## src/rtl/smart_home_ctrl_p.sv

```systemverilog
// Smart-home controller: prioritised door/window/fire/climate FSM with registered actuator outputs.
// Optional macro SHC_HYSTERESIS_EN enables the hysteresis band on the heating/cooling mode register.
module smart_home_ctrl_p #(
    parameter int N_WIN      = 4,
    parameter int TEMP_W     = 7,
    parameter int HEAT_ON    = 50,
    parameter int COOL_ON    = 70,
    parameter int HYST       = 3,
    parameter int ALARM_HOLD = 16,
    localparam int WID_W     = (N_WIN > 1) ? $clog2(N_WIN) : 1
) (
    input  logic              clk,
    input  logic              rst_n,
    input  logic              sfd_i,
    input  logic              srd_i,
    input  logic [N_WIN-1:0]  sw_i,
    input  logic              sfa_i,
    input  logic [TEMP_W-1:0] st_i,
    output logic              fdoor_o,
    output logic              rdoor_o,
    output logic              winbuzz_o,
    output logic              alarmbuzz_o,
    output logic              heater_o,
    output logic              cooler_o,
    output logic [WID_W-1:0]  win_id_o,
    output logic [2:0]        display_o
);

    typedef enum logic [2:0] {
        S_IDLE  = 3'd0,
        S_FDOOR = 3'd1,
        S_RDOOR = 3'd2,
        S_WIN   = 3'd3,
        S_ALARM = 3'd4,
        S_HEAT  = 3'd5,
        S_COOL  = 3'd6
    } state_e;

    typedef enum logic [1:0] {
        TM_OFF  = 2'd0,
        TM_HEAT = 2'd1,
        TM_COOL = 2'd2
    } tmode_e;

`ifdef SHC_HYSTERESIS_EN
    localparam int HYST_EFF = HYST;
`else
    localparam int HYST_EFF = 0 * HYST;
`endif

    // Thresholds are truncated to the sample width so all compares stay unsigned at TEMP_W.
    localparam logic [TEMP_W-1:0] HEAT_LO  = TEMP_W'(HEAT_ON);
    localparam logic [TEMP_W-1:0] COOL_HI  = TEMP_W'(COOL_ON);
    localparam logic [TEMP_W-1:0] HEAT_OFF = TEMP_W'(HEAT_ON + HYST_EFF);
    localparam logic [TEMP_W-1:0] COOL_OFF = TEMP_W'(COOL_ON - HYST_EFF);
    localparam logic [7:0]        HOLD_LD  = 8'(ALARM_HOLD);

    state_e             state_q, state_d;
    tmode_e             tmode_q, tmode_d;
    logic [7:0]         hold_q, hold_d;
    logic [WID_W-1:0]   win_id_q, win_id_d;
    logic [WID_W-1:0]   win_idx_s;
    logic               alarm_s;
    logic               state_ok_s;
    logic               fdoor_q, rdoor_q, winbuzz_q, alarmbuzz_q, heater_q, cooler_q;

    // Climate mode: hysteretic tracking of the temperature sample.
    always_comb begin
        tmode_d = TM_OFF;
`ifdef SHC_HYSTERESIS_EN
        case (tmode_q)
            TM_OFF: begin
                if (st_i < HEAT_LO) begin
                    tmode_d = TM_HEAT;
                end else if (st_i > COOL_HI) begin
                    tmode_d = TM_COOL;
                end else begin
                    tmode_d = TM_OFF;
                end
            end
            TM_HEAT: begin
                if (st_i >= HEAT_OFF) begin
                    tmode_d = TM_OFF;
                end else begin
                    tmode_d = TM_HEAT;
                end
            end
            TM_COOL: begin
                if (st_i <= COOL_OFF) begin
                    tmode_d = TM_OFF;
                end else begin
                    tmode_d = TM_COOL;
                end
            end
            default: tmode_d = TM_OFF;
        endcase
`else
        // With a zero band the hold terms collapse onto the entry thresholds.
        if ((st_i < HEAT_LO) || ((tmode_q == TM_HEAT) && (st_i < HEAT_OFF))) begin
            tmode_d = TM_HEAT;
        end else if ((st_i > COOL_HI) || ((tmode_q == TM_COOL) && (st_i > COOL_OFF))) begin
            tmode_d = TM_COOL;
        end else begin
            tmode_d = TM_OFF;
        end
`endif
    end

    // Lowest-numbered open window.
    always_comb begin
        win_idx_s = {WID_W{1'b0}};
        for (int i = N_WIN - 1; i >= 0; i--) begin
            win_idx_s = sw_i[i] ? WID_W'(i) : win_idx_s;
        end
    end

    // Alarm hold counter: reload on fire, count down while holding in ALARM.
    always_comb begin
        hold_d = hold_q;
        if (sfa_i) begin
            hold_d = HOLD_LD;
        end else if ((state_q == S_ALARM) && (hold_q != 8'd0)) begin
            hold_d = hold_q - 8'd1;
        end else begin
            hold_d = hold_q;
        end
    end

    // Next-state selection in fixed priority order; illegal code recovers to IDLE.
    always_comb begin
        state_ok_s = 1'b0;
        alarm_s    = sfa_i || ((state_q == S_ALARM) && (hold_q != 8'd0));
        state_d    = S_IDLE;
        case (state_q)
            S_IDLE, S_FDOOR, S_RDOOR, S_WIN,
            S_ALARM, S_HEAT, S_COOL: state_ok_s = 1'b1;
            default:                 state_ok_s = 1'b0;
        endcase
        if (!state_ok_s) begin
            state_d = S_IDLE;
        end else if (alarm_s) begin
            state_d = S_ALARM;
        end else if (sfd_i) begin
            state_d = S_FDOOR;
        end else if (srd_i) begin
            state_d = S_RDOOR;
        end else if (|sw_i) begin
            state_d = S_WIN;
        end else if (tmode_d == TM_HEAT) begin
            state_d = S_HEAT;
        end else if (tmode_d == TM_COOL) begin
            state_d = S_COOL;
        end else begin
            state_d = S_IDLE;
        end
    end

    // Window index is sampled only while WIN is (or becomes) the active state.
    always_comb begin
        win_id_d = win_id_q;
        if (state_d == S_WIN) begin
            win_id_d = win_idx_s;
        end else begin
            win_id_d = win_id_q;
        end
    end

    // State, counters and actuator registers; outputs decode from the next state so they align with it.
    always_ff @(posedge clk or negedge rst_n) begin
        if (!rst_n) begin
            state_q     <= S_IDLE;
            tmode_q     <= TM_OFF;
            hold_q      <= 8'd0;
            win_id_q    <= {WID_W{1'b0}};
            fdoor_q     <= 1'b0;
            rdoor_q     <= 1'b0;
            winbuzz_q   <= 1'b0;
            alarmbuzz_q <= 1'b0;
            heater_q    <= 1'b0;
            cooler_q    <= 1'b0;
        end else begin
            state_q     <= state_d;
            tmode_q     <= tmode_d;
            hold_q      <= hold_d;
            win_id_q    <= win_id_d;
            fdoor_q     <= (state_d == S_FDOOR);
            rdoor_q     <= (state_d == S_RDOOR);
            winbuzz_q   <= (state_d == S_WIN);
            alarmbuzz_q <= (state_d == S_ALARM);
            heater_q    <= (state_d == S_HEAT);
            cooler_q    <= (state_d == S_COOL);
        end
    end

    assign fdoor_o     = fdoor_q;
    assign rdoor_o     = rdoor_q;
    assign winbuzz_o   = winbuzz_q;
    assign alarmbuzz_o = alarmbuzz_q;
    assign heater_o    = heater_q;
    assign cooler_o    = cooler_q;
    assign win_id_o    = win_id_q;
    assign display_o   = state_q;

endmodule

```

## config.mk

```make
export PLATFORM = sky130hd
export DESIGN_NAME = smart_home_ctrl_p
export DESIGN_NICKNAME = d
export VERILOG_FILES = /design/src/rtl/smart_home_ctrl_p.sv
export SDC_FILE = /design/constraint.sdc
export NUM_CORES = 1
export LEC_CHECK = 0
export BUFFER_PORTS_ARGS = -buffer_cell sky130_fd_sc_hd__buf_2
export CORE_AREA = 8 8 57 59
export CTS_CLUSTER_SIZE = 12
export DETAILED_ROUTE_END_ITERATION = 8
export DIE_AREA = 0 0 65 67
export GPL_TIMING_DRIVEN = 0
export PLACE_DENSITY_LB_ADDON = 0.12
export SLEW_MARGIN = 5
export SYNTH_ARGS = -nofsm -noshare
export SYNTH_HDL_FRONTEND = slang
export SYNTH_SLANG_ARGS = --single-unit
```

## constraint.sdc

```tcl
create_clock -name clk -period 2.7 [get_ports clk]
set_input_delay 0.81 -clock clk [delete_from_list [all_inputs] [get_ports clk]]
set_output_delay 0.81 -clock clk [all_outputs]
set_load 0.01 [all_outputs]
```

==> results of run 1 <==
-- cells in the mapped netlist, types with 2 or more instances --
cell type / n / area [um^2]
dfrtp_1: 19 / 475.5
nor2_1: 12 / 45.04
inv_1: 6 / 22.52
xor2_1: 5 / 43.79
a21oi_1: 4 / 20.02
nand2_1: 4 / 15.01
nor3_1: 4 / 20.02
o211ai_1: 3 / 22.52
and3_1: 2 / 12.51
clkbuf_1: 2 / 7.510
ha_1: 2 / 25.02
o21a_1: 2 / 15.01
or2_2: 2 / 12.51
or4b_1: 2 / 20.02
xnor2_1: 2 / 17.52
-- routing by layer --
metal / global-route usage, % / share of wire [%]
met5: 0 / 0
met4: 4.087 / 0.58
met3: 2.852 / 3.9
met2: 19.88 / 48
met1: 12.99 / 47
-- layout make-up --
type | instances | area [um^2]
Sequential cell | 19 | 475.5
Timing Repair Buffer | 26 | 130.1
Buffer | 3 | 18.77
Fill cell | 245 | 1160
Tap cell | 30 | 37.54
Inverter | 6 | 22.52
Clock buffer | 4 | 26.28
Multi-Input combinational cell | 69 | 494.2
-- worst paths after layout --
kind,slack (ps),endpoint,from,cells past startpoint
worst min register to register,500,win_id_o[0]$_DFFE_PN0N_,win_id_o[0]$_DFFE_PN0N_,1
worst min-delay path,430,hold_q[1]$_DFFE_PN0P_,rst_n,1
worst max-delay path,530,win_id_o[0]$_DFFE_PN0N_,hold_q[0]$_DFFE_PN0P_,6
max in group asynchronous,1960,heater_o$_DFF_PN0_,rst_n,1
worst max register to register,530,win_id_o[0]$_DFFE_PN0N_,hold_q[0]$_DFFE_PN0P_,6
min in group clk,500,win_id_o[0]$_DFFE_PN0N_,win_id_o[0]$_DFFE_PN0N_,1
-- cell families after synthesis --
group / after synthesis / synth area share, %
compound gates: 23 / 17.58
xor+xnor: 7 / 6.064
fa+ha+maj: 2 / 2.475
buf+inv: 9 / 4.084
flops: 19 / 47.03
mux: 1 / 1.114
simple gates: 36 / 21.66
-- where the power goes --
part | switching (W) | internal, W | total [W]
combinational | 0.000287 | 0.000246 | 0.000533
sequential | 0.0000745 | 0.000361 | 0.000436
clock | 0.0000895 | 0.0000575 | 0.000147
-- stage by stage --
step	area, um^2	hold slack, ps	instances	setup slack, ps	util [%]
after CTS	1205	447.4	157	530.9	50.95
after global placement	1179	464.1	153	352.3	49.84
after floorplan	1011	514.4	97	673.0	-
after global routing	1205	461.3	157	440.8	50.95
after detailed placement	1179	478.9	153	347.6	49.84
final	1205	430.6	157	533.0	50.95
-- state kept, by name, summed over array words and instances (netlist names) --
register / flops
cooler_o: 1
rdoor_o: 1
display_o: 3
fdoor_o: 1
win_id_o: 2
heater_o: 1
hold_q: 8
winbuzz_o: 1
alarmbuzz_o: 1
==> results.md, run 1 <==
- Crit-path cells: inv_1, ha_1, or4b_1, o211a_4, nor4b_4, mux2_1
- Cell family with most CP delay: simple AND/OR/NAND/NOR gates
- Dpl hpwl: 1776 um
- Drt wl/cell: 14.39 um
- WS Path Type: flip-flop to flip-flop
- Vias per cell: 5.306
- Final Cycle Share: 80.26%
- Highest Clock Rate: 461.5 MHz
- Status: complete, no violations
- Slew HR: 42.23%
- H-tree levels: 1
- First drt pass iteration count: 4
- Nets: 146
- Num ports: 27
- Initial Util: 42.75%
- CTS Sinks: 19
- Worst min path class: primary input to async pin
- Die ar.: 4355 um^2
- First-pass GRT wire length: 3960 um
- Final Critical Period: 2167 ps
- Asr flop ratio synth: 100.0%
- Post-synth EDFFs: 0
- Post_cts resized: 0
- Final Hold Viols: 0
- Worst-path clk slew: 110 ps
- Slowest cell on the critical path: or4b_1
- Yosys cell types: 41
- Die Ht: 67 um
- Peak supply drop: 0.0004112 V
- Setup violators final: 0
- Slew @ Worst Pin: 858.7 ps
- PwrDens: 925.8 nW/um^2
- Setup crit end kind: flip-flop
- Critical path arrival: 2360 ps
- CTS max path bufs: 2
- Port bufs: 26
- Crit-path max FO: 3
- Initial antenna violation count: 0
- Area Overhead vs Synth: 19.18%
- Worst-skew pair later-pin latency: 300 ps
- Unrepaired setup endpoints after global routing: false
- Max Slew Vio Count: 0
- Routed WL: 2259 um
- Pwr Total: 0.001116 W
- CTS buffer count: 3
- Most common cell after layout, fill and taps aside: buf_2
- Root buffer cell: clkbuf_4
- Max cap viols: 0
- Gpl congestion: 0.7556
- Req. time, crit path: 2890 ps
- Synthesized area: 1011 um^2
- Drt first-iter violations: 18
- Number of buffers and inverters on the critical path: 1
- Hold-fix buffers at CTS: 0
- Worst Setup Start Kind: flip-flop
- Commonest non-fill, non-tap cells in the layout: 26 x buf_2, 19 x dfrtp_1, 12 x nor2_1
- Setup_tns: 0 ps
- Die X: 65 um
- YS warnings: 0
- Share of cells above drive strength 1: 27.56%
- P_leak: 0.5752 nW
- Gate Count Post-Synth: 97
- Site Rows: 18
- Residual DRC: 0
- Pin count of the biggest net entering global routing: 20
- Worst clock skew: 6.517 ps
- Grt total ovfl: 0
- Register area share after synthesis: 47.03%
- Flops & latches, synth: 19
- Vias in the first global route: 949
- Post-route ant nets: 0
- GRT Resource Usage Total: 11.31%
- N_diodes: 0
- Core area: 2365 um^2
- Synthesized area per cell: 10.42 um^2
- Vias: 833
- Post-CTS setup repair buffer count: 0
- CTS tree: done
- Synthesized net count: 115
- Most common flop cell mapped by yosys: dfrtp_1
- Critical path's largest stage delay: 490 ps
(Power assumes the default switching activity.)
==> run 2, diff against run 1 <==
==> constraint.sdc (replaced) <==
create_clock -name clk -period 1.94 [get_ports clk]
set_input_delay 0.582 -clock clk [delete_from_list [all_inputs] [get_ports clk]]
set_output_delay 0.582 -clock clk [all_outputs]
set_load 0.01 [all_outputs]
==> run 2 against run 1 <==
The flow now finishes with violations (setup timing). Die area unchanged. Maximum frequency increased by 3.3%. Global-route usage increased by 0.52 points. Combinational power increased by 72%. Wire length increased by 7.2%. Clock skew decreased by 5.3 ps. Utilization increased by 4.4 points. Register-to-register slack got worse by 690 ps. Sequential share of layout area decreased by 3.1 points. Largest cell class unchanged. Highest routed layer unchanged.
==> results.md, run 2 (synthesis results as in run 1) <==
- Unrepaired setup endpoints after global routing: true
- Reg-to-Reg Start: hold_q[1]$_DFFE_PN0P_
- CTS Sinks: 19 (unchanged)
- Peak supply drop: 0.0006105 V (+48%)
- Routed WL: 2421 um (+7.2%)
- First drt pass iteration count: 2 (-2)
- Final Critical Period: 2098 ps (-68.56 ps)
- Status: finished with violations
- Fillers: 237 (-3.3%)
- Crit-path max FO: 2 (-1)
- Hold-fix buffers at CTS: 0 (unchanged)
- Drt first-iter violations: 22 (+4)
- Worst Setup Start Kind: flip-flop
- Die X: 65 um (unchanged)
- Residual DRC: 0 (unchanged)
- Slew HR: 61.84% (+20 points)
- Top Metal Used: met4
- Worst min path class: primary input to async pin
- Setup_tns: -158.4 ps (-158.4 ps)
- Commonest non-fill, non-tap cells in the layout: 26 x buf_2, 19 x dfrtp_1, 12 x nor2_1
- Initial antenna violation count: 0 (unchanged)
- Core area: 2365 um^2 (unchanged)
- WL met2: 1222 um (+12%)
- Largest Register: hold_q
- Worst clock skew: 1.232 ps (-5.285 ps)
- Worst-path clk slew: 110 ps (about the same)
- CTS buffer count: 3 (unchanged)
- P_leak: 0.6226 nW (+8.2%)
- Root buffer cell: clkbuf_4
- Setup violators final: 1 (+1)
- Vias: 880 (+5.6%)
- CTS max path bufs: 2 (unchanged)
- N_diodes: 0 (unchanged)
- Met3 WL post-DR: 88 um (unchanged)
- Fin worst setup slack: -158.4 ps (-691.4 ps)
- Critical path arrival: 2290 ps (-70 ps)
- Number of flip-flops in the largest register: 8 (unchanged)
- Num ports: 27 (unchanged)
- Sequential Area: 475.5 um^2 (unchanged)
- PwrDens: 1316 nW/um^2 (+42%)
- Drt wl/cell: 14.58 um (+1.4%)
- Final Hold Viols: 0 (unchanged)
- Site Rows: 18 (unchanged)
- Setup crit end kind: flip-flop
- Nets: 155 (+6.2%)
- Die ar.: 4355 um^2 (unchanged)
- Final core occ: 55.34% (+4.4 points)
- Highest Clock Rate: 476.5 MHz (+3.3%)
- H-tree levels: 1 (unchanged)
- Failing checks: setup timing
- Slew @ Worst Pin: 567.7 ps (-291.0 ps)
- Max cap viols: 0 (unchanged)
- First-pass GRT wire length: 4133 um (+4.4%)
- Area Overhead vs Synth: 29.46%
- GRT Resource Usage Total: 11.84% (+0.52 points)
- Gpl congestion: 0.7556 (unchanged)
- Area of the multi-input gates: 530.5 um^2 (+7.3%)
- Die Ht: 67 um (unchanged)
- Grt total ovfl: 0 (unchanged)
- R2R cell count: 6 (unchanged)
- Port bufs: 26 (unchanged)
- Vias in the first global route: 982 (+3.5%)
- Worst Setup EP: win_id_o[0]$_DFFE_PN0N_
- Vias per cell: 5.301 (about the same)
- Req. time, crit path: 2130 ps (-760 ps)
- Final Cycle Share: 108.2% (+28 points)
- Share of cells above drive strength 1: 38.24% (+11 points)
- WS Path Type: flip-flop to flip-flop
- Max Slew Vio Count: 0 (unchanged)
- Setup slack, reg-to-reg: -160 ps (-690 ps)
- Crit path from: hold_q[1]$_DFFE_PN0P_
- Pin count of the biggest net entering global routing: 20 (unchanged)
- CTS tree: done
- Dpl hpwl: 1776 um (unchanged)
- Post-route ant nets: 0 (unchanged)
- Initial Util: 42.75% (unchanged)
- Most common cell after layout, fill and taps aside: buf_2
- RR Endpoint: win_id_o[0]$_DFFE_PN0N_
- Worst-skew pair later-pin latency: 290 ps (about the same)
- Routed metal-1 wire length: 1101 um (+3.5%)
==> run 2: worst min path at each step <==
stage	from	endpoint	slack [ps]	depth (start not counted)
finish	rst_n	hold_q[0]$_DFFE_PN0P_	210	1
floorplan	rst_n	alarmbuzz_o$_DFF_PN0_	290	0
CTS	rst_n	hold_q[0]$_DFFE_PN0P_	220	1
detailed placement	win_id_o[0]$_DFFE_PN0N_	win_id_o[0]$_DFFE_PN0N_	480	1
global route	rst_n	hold_q[1]$_DFFE_PN0P_	230	1
global placement	win_id_o[0]$_DFFE_PN0N_	win_id_o[0]$_DFFE_PN0N_	460	1
==> run 2: metal layers <==
metal  vias up  track usage [%]
met5         -                0
met4         0            4.087
met3         2            2.852
met2        16            20.62
met1       432            13.88
li1        430                -
==> run 2: layout make-up <==
cell class	instances	share of cell area (%)
Buffer	3	1.434
Clock buffer	4	2.008
Sequential cell	19	36.33
Timing Repair Buffer	35	15.11
Tap cell	30	2.868
Multi-Input combinational cell	69	40.54
Inverter	6	1.721
==> run 2: stage by stage <==
stage          setup WS [ps]  hold WS [ps]  std cells  instance area [um^2]  power (W)
6_report              -158.4         209.0        166                  1309   0.001722
5_1_grt               -192.8         232.8        166                  1309   0.001842
4_1_cts               -176.0         219.4        162                  1259   0.001653
3_5_place_dp          -202.5         478.9        153                  1179   0.001358
3_3_place_gp          -188.1         464.1        153                  1179   0.001340
2_1_floorplan         -86.96         286.4         97                  1011   0.001147
==> run 2: worst max-delay path, cell delays in order (launching register included) <==
cell,delay (ps)
dfrtp_1,410
inv_2,90
ha_4,130
or4b_4,470
o211a_4,260
nor4b_4,290
mux2_1,350
==> run 2: timing repair <==
item | CTS | global route
gates cloned | 0 | 0
setup buffers | 5 | 4
resized for setup | 5 | 4
endpoints found under the setup margin | 3 | 5
pin swaps | 4 | 5
hold endpoints to repair | 0 | 0
==> run 2: report_power, final <==
group | switching (W) | internal [W] | leakage [nW]
clock | 0.000123 | 0.0000800 | 0.0150
combinational | 0.000458 | 0.000459 | 0.364
sequential | 0.0000998 | 0.000503 | 0.244
total | 0.000680 | 0.00104 | 0.623
